$ cat src/rtl/branch_resolve_queue.sv
// In-order tracker for gshare predictions awaiting resolution; emits predictor update records.
// Optional accuracy counters are built only when RESOLVE_STATS_EN is defined.
module branch_resolve_queue #(
    parameter int ADDR_W = 11,
    parameter int HIST_W = 4,
    parameter int DEPTH  = 4,
    parameter int CNT_W  = 16
) (
    input  logic              clk,
    input  logic              reset,
    input  logic              pred_valid,
    input  logic [ADDR_W-1:0] pred_addr,
    input  logic              pred_taken,
    output logic              pred_ready,
    input  logic              res_valid,
    input  logic              res_taken,
    output logic              upd_valid,
    output logic [ADDR_W-1:0] upd_addr,
    output logic [HIST_W-1:0] upd_index,
    output logic              upd_taken,
    output logic              mispredict,
    output logic [HIST_W-1:0] ghr,
    output logic              underflow,
    output logic [CNT_W-1:0]  total_cnt,
    output logic [CNT_W-1:0]  miss_cnt
);

    localparam int PTR_W = $clog2(DEPTH);
    localparam logic [PTR_W:0] FULL_C = (PTR_W+1)'(DEPTH);

    logic [ADDR_W-1:0] addr_mem_r [DEPTH];
    logic [DEPTH-1:0]  taken_mem_r;
    logic [PTR_W-1:0]  wr_ptr_r;
    logic [PTR_W-1:0]  rd_ptr_r;
    logic [PTR_W:0]    count_r;
    logic [HIST_W-1:0] ghr_r;
    logic              upd_valid_r;
    logic [ADDR_W-1:0] upd_addr_r;
    logic [HIST_W-1:0] upd_index_r;
    logic              upd_taken_r;
    logic              mispredict_r;
    logic              underflow_r;

    logic              push_s;
    logic              pop_s;
    logic              miss_s;
    logic              empty_res_s;
    logic [ADDR_W-1:0] head_addr_s;
    logic              head_taken_s;

    // Handshake decode; readiness comes from the registered count only.
    always_comb begin
        head_addr_s  = addr_mem_r[rd_ptr_r];
        head_taken_s = taken_mem_r[rd_ptr_r];
        push_s       = pred_valid && (count_r != FULL_C);
        pop_s        = res_valid && (count_r != {(PTR_W+1){1'b0}});
        empty_res_s  = res_valid && (count_r == {(PTR_W+1){1'b0}});
        if (pop_s) begin
            miss_s = head_taken_s ^ res_taken;
        end else begin
            miss_s = 1'b0;
        end
    end

    // Queue storage, pointers, history and the registered update record.
    always_ff @(posedge clk or negedge reset) begin
        if (!reset) begin
            for (int i = 0; i < DEPTH; i++) begin
                addr_mem_r[i] <= {ADDR_W{1'b0}};
            end
            taken_mem_r  <= {DEPTH{1'b0}};
            wr_ptr_r     <= {PTR_W{1'b0}};
            rd_ptr_r     <= {PTR_W{1'b0}};
            count_r      <= {(PTR_W+1){1'b0}};
            ghr_r        <= {HIST_W{1'b0}};
            upd_valid_r  <= 1'b0;
            upd_addr_r   <= {ADDR_W{1'b0}};
            upd_index_r  <= {HIST_W{1'b0}};
            upd_taken_r  <= 1'b0;
            mispredict_r <= 1'b0;
            underflow_r  <= 1'b0;
        end else begin
            upd_valid_r <= pop_s;
            underflow_r <= empty_res_s;
            if (pop_s) begin
                upd_addr_r   <= head_addr_s;
                upd_index_r  <= head_addr_s[HIST_W-1:0] ^ ghr_r;
                upd_taken_r  <= res_taken;
                mispredict_r <= miss_s;
                ghr_r        <= {ghr_r[HIST_W-2:0], res_taken};
            end
            if (miss_s) begin
                // Flush: everything younger than the mispredicted branch is wrong-path.
                rd_ptr_r <= wr_ptr_r;
                count_r  <= {(PTR_W+1){1'b0}};
            end else begin
                if (push_s) begin
                    addr_mem_r[wr_ptr_r]  <= pred_addr;
                    taken_mem_r[wr_ptr_r] <= pred_taken;
                    wr_ptr_r              <= wr_ptr_r + PTR_W'(1);
                end
                if (pop_s) begin
                    rd_ptr_r <= rd_ptr_r + PTR_W'(1);
                end
                case ({push_s, pop_s})
                    2'b10:   count_r <= count_r + (PTR_W+1)'(1);
                    2'b01:   count_r <= count_r - (PTR_W+1)'(1);
                    default: count_r <= count_r;
                endcase
            end
        end
    end

`ifdef RESOLVE_STATS_EN
    logic [CNT_W-1:0] total_cnt_r;
    logic [CNT_W-1:0] miss_cnt_r;

    // Saturating accuracy counters.
    always_ff @(posedge clk or negedge reset) begin
        if (!reset) begin
            total_cnt_r <= {CNT_W{1'b0}};
            miss_cnt_r  <= {CNT_W{1'b0}};
        end else begin
            if (pop_s && (total_cnt_r != {CNT_W{1'b1}})) begin
                total_cnt_r <= total_cnt_r + CNT_W'(1);
            end
            if (miss_s && (miss_cnt_r != {CNT_W{1'b1}})) begin
                miss_cnt_r <= miss_cnt_r + CNT_W'(1);
            end
        end
    end

    assign total_cnt = total_cnt_r;
    assign miss_cnt  = miss_cnt_r;
`else
    assign total_cnt = {CNT_W{1'b0}};
    assign miss_cnt  = {CNT_W{1'b0}};
`endif

    assign pred_ready = (count_r != FULL_C);
    assign upd_valid  = upd_valid_r;
    assign upd_addr   = upd_addr_r;
    assign upd_index  = upd_index_r;
    assign upd_taken  = upd_taken_r;
    assign mispredict = mispredict_r;
    assign ghr        = ghr_r;
    assign underflow  = underflow_r;

endmodule

$ cat config.mk
export PLATFORM = sky130hd
export DESIGN_NAME = branch_resolve_queue
export DESIGN_NICKNAME = d
export VERILOG_FILES = /design/src/rtl/branch_resolve_queue.sv
export SDC_FILE = /design/constraint.sdc
export NUM_CORES = 1
export LEC_CHECK = 0
export ABC_AREA = 1
export CAP_MARGIN = 20
export CORE_MARGIN = 3
export CORE_UTILIZATION = 35
export CTS_CLUSTER_SIZE = 14
export DETAILED_ROUTE_END_ITERATION = 10
export PLACE_DENSITY_LB_ADDON = 0.2
export SYNTH_ARGS = -nofsm -noshare
export SYNTH_HDL_FRONTEND = slang
export SYNTH_SLANG_ARGS = --single-unit
export TNS_END_PERCENT = 50
$ cat constraint.sdc
create_clock -name clk -period 2.7 [get_ports clk]
set_input_delay 0.54 -clock clk [delete_from_list [all_inputs] [get_ports clk]]
set_output_delay 0.54 -clock clk [all_outputs]
set_load 0.01 [all_outputs]
==> results.py, run 1 <==
metrics = {
    "status": {
        "outcome": "finished, final reports clean",
    },
    "route": {
        "post_drt_wl_per_cell_um": 14.70,
        "via_count": 3236,
        "via_per_inst": 4.925,
        "post-route-drc-count": 0,
        "detailedRoute.firstPassIterationCount": 4,
        "total_routed_wirelength_um": 9661,
        "final_antenna_net_count": 0,
        "drt_iter0_drc": 252,
    },
    "critical_path": {
        "path_class": "reg -> reg",
        "critPathRequiredTime_ns": 2.93,
        "regToRegEndpoint": "taken_mem_r[2]",
        "crit_top_cell": "nand2_1",
        "regToRegSetupSlack_ns": 0.47,
        "worstReg2RegStart": "rd_ptr_r[0]",
        "cp_slowest_cell": "dfrtp_1",
        "r2r_cells": 9,
        "critical-path-max-stage-delay_ns": 0.67,
        "critical_path.endpoint_type": "register",
        "timing.critical_path.cells": "inv_4 -> nand2_1 -> nand3_2 -> nand2_1 -> nand2_2 -> nand3_4 -> nand3_2 -> nand2_1 -> nand2_1",
        "crit_path_max_fanout": 26,
        "cp.arrival_ns": 2.46,
        "start_kind": "register",
    },
    "cells_and_area": {
        "antenna-diode-count": 0,
        "layout.cells.most_common": "nand2_1",
        "final_core_util": 0.4233,
        "synthToLayoutAreaGrowth_pct": 17.57,
        "final_design_area_no_fill_um2": 4629,
        "finalNetCount": 535,
        "layout-drive-gt1-share": 0.08704,
        "layout_common_cells": "nand2_1 (151), dfrtp_1 (77), nand4_1 (48)",
    },
    "clock_tree": {
        "worstSkewPairLatency_ns": 0.34,
        "postCtsSetupBuffers": 0,
        "clkTransAtPathRegs_ns": 0.05,
        "tritoncts": "yes",
        "postCtsHoldBufs": 0,
        "cts_root_buf": "clkbuf_16",
        "clock_sink_count": 77,
        "clock_path_buffers": 2,
        "htreeDepth": 3,
        "ctsResizeCount": 0,
        "cts_buffers": 9,
    },
    "placed_design": {
        "numPortBuffers": 40,
        "detailed_place.area_um2": 4350,
        "dp_hpwl_um": 6304,
        "routabilityCongestion": 0.7938,
    },
    "grt": {
        "grt_first_pass_wirelength_um": 16080,
        "grt_use_total": 0.1617,
        "grtUsageMet1": 0.2191,
        "grt_start_max_net_pins": 45,
        "groute.layer.met3.usage": 0.02156,
        "grtUsageMet2": 0.2578,
        "grt-ovfl-total": 0,
        "antenna_violations_before_repair": 0,
        "first_global_vias": 3071,
        "grt.busiest_layer": "met2",
    },
    "power_and_ir_drop": {
        "power.combinational.fraction": 0.436,
        "net_switching_mw": 2.285,
        "seq_power_share": 0.363,
        "power.internal_mw": 3.388,
        "power.switching_fraction": 0.4028,
        "leak_nw": 2.297,
        "p_clk_frac": 0.201,
        "peakVddDrop_v": 0.0003385,
        "cellPowerDensity_nw_per_um2": 1225,
    },
    "die": {
        "die_area_um2": 12560,
        "starting_utilization_of_the_core_area": 0.3601,
        "fp-row-count": 38,
        "floorplan.die.height_um": 112.1,
        "core-area_um2": 10940,
        "die_width_um": 112.1,
        "ioPinCount": 73,
    },
    "timing": {
        "skew_final_ns": 0.004365,
        "maxClockFrequency_ghz": 0.4477,
        "maxSlewViolCount": 0,
        "rsz0062_at_grt": "no",
        "worst_slew_pin_slew_ns": 0.5264,
        "final.period_utilization": 0.8274,
        "max_slew_margin": 0.6491,
        "timing.setup.tns_ns": 0,
        "hold_viol_final": 0,
        "finalSetupViolations": 0,
        "finalWorstPathRequiredPeriod_ns": 2.234,
    },
    "logic_synthesis": {
        "avgSynthCellArea_um2": 8.255,
        "ys_seq_area_frac": 0.4894,
        "netlist_area_um2": 3938,
        "synthDominantCellAreaShare": 0.4894,
        "yosys_warnings": 0,
        "ys_ff_latch": 77,
        "synth_largest_area_cell": "dfrtp_1",
        "top_post_synthesis_cells_by_area": "dfrtp_1 (49%), nand2_1 (14%), nand4_1 (7.6%)",
        "synth.distinct_cells": 27,
        "postSynthCellCount": 477,
    },
    "min_path": {
        "min_path_type": "in -> async",
    },
    "run": {
        "maxCapViolCount": 0,
    },
}
[cell families after synthesis]
logic type / count (synthesis) / share of synthesized area
AO/OA/AOI/OAI: 38 / 0.05275
XOR/XNOR: 1 / 0.002225
other: 1 / 0.0009524
AND/OR/NAND/NOR: 276 / 0.3143
adder cells (fa/ha/maj): 5 / 0.01780
flip-flops: 77 / 0.4894
buffers and inverters: 79 / 0.1227
[state kept, by name, summed over array words and instances, names as in the netlist, 2 cells and up]
signal       flops
rd_ptr_r         2
wr_ptr_r         2
count_r          3
addr_mem_r      44
ghr              4
upd_addr        11
taken_mem_r      4
upd_index        4
[power groups by stage]
stage / registers, mW / clock network [mW] / logic [mW]
global route: 2.13 / 1.21 / 2.79
global placement: 2.06 / 0 / 2.45
detailed placement: 2.08 / 0 / 2.50
floorplan: 2.04 / 0 / 1.66
CTS: 2.06 / 1.16 / 2.50
finish: 2.06 / 1.14 / 2.48
[critical path, delay by kind of cell, from the launching register on]
kind / cells / cell delay, ns
buffers and inverters: 1 / 0.22
DFF: 1 / 0.67
and+or+nand+nor: 8 / 1.23
[per-layer routing]
layer,share of wire,up-vias
met5,0,-
met2,0.48,99
li1,-,1591
met4,0.023,0
met3,0.046,17
met1,0.45,1529
[worst max path at each step]
stage                start        endpoint  slack (ns)  depth (start not counted)
2_1_floorplan   count_r[0]      count_r[2]        0.80                         11
4_1_cts        rd_ptr_r[0]  addr_mem_r[20]        0.46                          9
3_3_place_gp     res_valid      count_r[2]        0.41                         10
3_5_place_dp     res_valid      count_r[2]        0.35                         10
6_report       rd_ptr_r[0]  taken_mem_r[2]        0.47                          9
5_1_grt        rd_ptr_r[0]  addr_mem_r[21]        0.23                          9
[final cells by class]
class | instances | area, µm²
clock buffers | 14 | 274.0
clock inverters | 1 | 5.005
fillers | 1120 | 6306
inverters | 15 | 58.81
well taps | 140 | 175.2
flip-flops and latches | 77 | 1927
multi-input cells | 352 | 1644
repair buffers | 58 | 545.5
[metrics by stage]
| step | setup slack, ns | power [mW] | instances | hold slack (ns) |
|---|---|---|---|---|
| after floorplan | 0.8026 | 3.706 | 508 | 0.2444 |
| after global placement | 0.4135 | 4.514 | 642 | 0.4492 |
| after detailed placement | 0.3497 | 4.575 | 642 | 0.4531 |
| after CTS | 0.4616 | 5.725 | 657 | 0.1664 |
| after global routing | 0.2257 | 6.134 | 657 | 0.1790 |
| final | 0.4661 | 5.673 | 657 | 0.1531 |
[cell usage after synthesis]
cell        n
inv_1      10
a31oi_1     8
nand3_1    18
nand2_2     1
dfrtp_1    77
xnor2_1     1
fa_1        1
conb_1      1
nand4_1    48
o21ai_0    22
inv_2       4
ha_1        4
nand2_1   151
clkbuf_1   11
o21a_1      3
buf_2       9
buf_4      36
inv_4       1
a21oi_1     5
nand3_4     1
or2_2       1
nand3b_1    1
nand3_2     5
nor2_1     46
buf_1       3
buf_6       5
nor3_1      4
No activity file was read; power rests on OpenSTA's default activity.
==> inputs of run 2 (changes only) <==
clock period = 2.24 ns   (was 2.7 ns; I/O delays follow)
==> results.py, run 2 (same netlist as run 1, synthesis figures left out) <==
metrics = {
    "timing": {
        "finalWorstPathRequiredPeriod_ns": 1.915,
        "maxClockFrequency_ghz": 0.5223,
        "finalSetupViolations": 0,
        "timing.setup.tns_ns": 0,
        "final.period_utilization": 0.8548,
        "skew_final_ns": 0.007013,
        "maxSlewViolCount": 0,
        "hold_viol_final": 0,
        "rsz0062_at_grt": "no",
    },
    "status": {
        "outcome": "finished, final reports clean",
    },
    "grt": {
        "grt_first_pass_wirelength_um": 15660,
        "grt-ovfl-total": 0,
        "antenna_violations_before_repair": 0,
        "grt_start_max_net_pins": 58,
        "grt_use_total": 0.1571,
        "first_global_vias": 2991,
    },
    "die": {
        "floorplan.die.height_um": 112.1,
        "starting_utilization_of_the_core_area": 0.3601,
        "die_width_um": 112.1,
        "ioPinCount": 73,
        "fp-row-count": 38,
        "die_area_um2": 12560,
        "core-area_um2": 10940,
    },
    "power_and_ir_drop": {
        "cellPowerDensity_nw_per_um2": 1477,
        "leak_nw": 2.308,
        "peakVddDrop_v": 0.0004658,
    },
    "critical_path": {
        "path_class": "reg -> reg",
        "worstReg2RegStart": "count_r[0]",
        "critical_path.endpoint_type": "register",
        "cp-startpoint": "count_r[0]",
        "regToRegEndpoint": "count_r[2]",
        "cp_slowest_cell": "dfrtp_1",
        "crit_top_cell": "nand2_1",
        "timing.critical_path.cells": "nor2_1 -> nand2_1 -> nand2_1 -> inv_2 -> nand2_1 -> inv_1 -> fa_1 -> xnor2_1 -> nand3b_1 -> nand2_1 -> o21a_1",
        "regToRegSetupSlack_ns": 0.33,
        "r2r_cells": 11,
        "crit_path_max_fanout": 4,
        "critical-path-max-stage-delay_ns": 0.42,
        "cp.arrival_ns": 2.13,
        "endpoint": "count_r[2]",
        "start_kind": "register",
        "critPathRequiredTime_ns": 2.46,
    },
    "route": {
        "post_drt_wl_per_cell_um": 14.52,
        "via_per_inst": 4.825,
        "via_count": 3175,
        "final_antenna_net_count": 0,
        "total_routed_wirelength_um": 9551,
        "post-route-drc-count": 0,
        "drt_iter0_drc": 159,
        "detailedRoute.firstPassIterationCount": 4,
    },
    "clock_tree": {
        "clkTransAtPathRegs_ns": 0.06,
        "ctsResizeCount": 0,
        "worstSkewPairLatency_ns": 0.33,
        "cts_root_buf": "clkbuf_16",
        "cts_buffers": 9,
        "clock_path_buffers": 2,
        "htreeDepth": 3,
        "clock_sink_count": 77,
        "tritoncts": "yes",
    },
    "min_path": {
        "min_path_type": "reg -> reg",
        "count_of_cells_along_the_worst_hold_path": 2,
    },
    "cells_and_area": {
        "top_register": "addr_mem_r",
        "layout-drive-gt1-share": 0.09073,
        "largest_reg_flops": 44,
        "finalNetCount": 537,
        "layout_common_cells": "nand2_1 (151), dfrtp_1 (77), nand4_1 (48)",
        "synthToLayoutAreaGrowth_pct": 18.02,
        "antenna-diode-count": 0,
        "layout.cells.most_common": "nand2_1",
        "stdcell_count": 658,
    },
    "placed_design": {
        "dp.cells": 643,
        "numPortBuffers": 40,
        "dp_hpwl_um": 6351,
        "routabilityCongestion": 0.7849,
    },
    "run": {
        "maxCapViolCount": 0,
    },
}
## run 2: changes by cell type in the layout (fill, tap and decap cells not counted)
cell           change
dlygate4sd3_1      +1
clkinv_2           +2
clkinv_4           +1
clkbuf_1           -2
clkbuf_8           -3
bufinv_16          +1
buf_4              +1
## run 2: routing by layer
layer	wire, µm	up-vias	GRT usage
met5	0	-	0
met4	187	0	0.05929
met3	523	15	0.02534
met2	4433	91	0.2530
met1	4407	1480	0.2147
li1	-	1589	-
## run 2: area by class of cell
cell class / instances / area, µm²
inverters: 15 / 58.81
well taps: 140 / 175.2
clock inverters: 5 / 53.80
flip-flops and latches: 77 / 1927
repair buffers: 60 / 563.0
fillers: 1112 / 6289
multi-input cells: 352 / 1644
clock buffers: 9 / 225.2
## run 2: how the worst min path moves through the flow
stage | from | slack, ns | to
CTS | addr_mem_r[32] | 0.47 | addr_mem_r[32]
finish | addr_mem_r[30] | 0.47 | addr_mem_r[30]
global route | addr_mem_r[8] | 0.49 | addr_mem_r[8]
detailed placement | reset | 0.36 | upd_addr[5]
global placement | reset | 0.36 | upd_addr[5]
floorplan | reset | 0.15 | addr_mem_r[0]
## run 2: where the power goes
part           internal, mW  switching (mW)  leakage [nW]
Clock                 0.845           0.547         0.141
Combinational          1.22            1.80          1.21
Sequential             2.05           0.412         0.954
## run 2: worst max-delay path: cells and delay by family (launching register included)
family | cells | cell delay, ns
simple gates | 6 | 0.56
flops | 1 | 0.42
fa+ha+maj | 1 | 0.38
xor+xnor | 1 | 0.18
compound gates | 1 | 0.16
buf+inv | 2 | 0.10
## run 2: repair_timing
item | in CTS | in global routing
hold buffers | 1 | 0
setup buffers | 0 | 0
hold endpoints to repair | 1 | 0
## run 2: per-stage QoR
| step | power [mW] | cell area (µm²) | utilization | hold WS [ns] | setup slack, ns |
|---|---|---|---|---|---|
| after floorplan | 4.468 | 4054 | - | 0.1524 | 0.3426 |
| after global placement | 5.498 | 4358 | 0.3985 | 0.3571 | 0.1214 |
| after detailed placement | 5.542 | 4358 | 0.3985 | 0.3576 | 0.08271 |
| after CTS | 6.947 | 4647 | 0.4249 | 0.4667 | 0.3117 |
| after global routing | 7.446 | 4647 | 0.4249 | 0.4894 | 0.1333 |
| final | 6.863 | 4647 | 0.4249 | 0.4667 | 0.3252 |
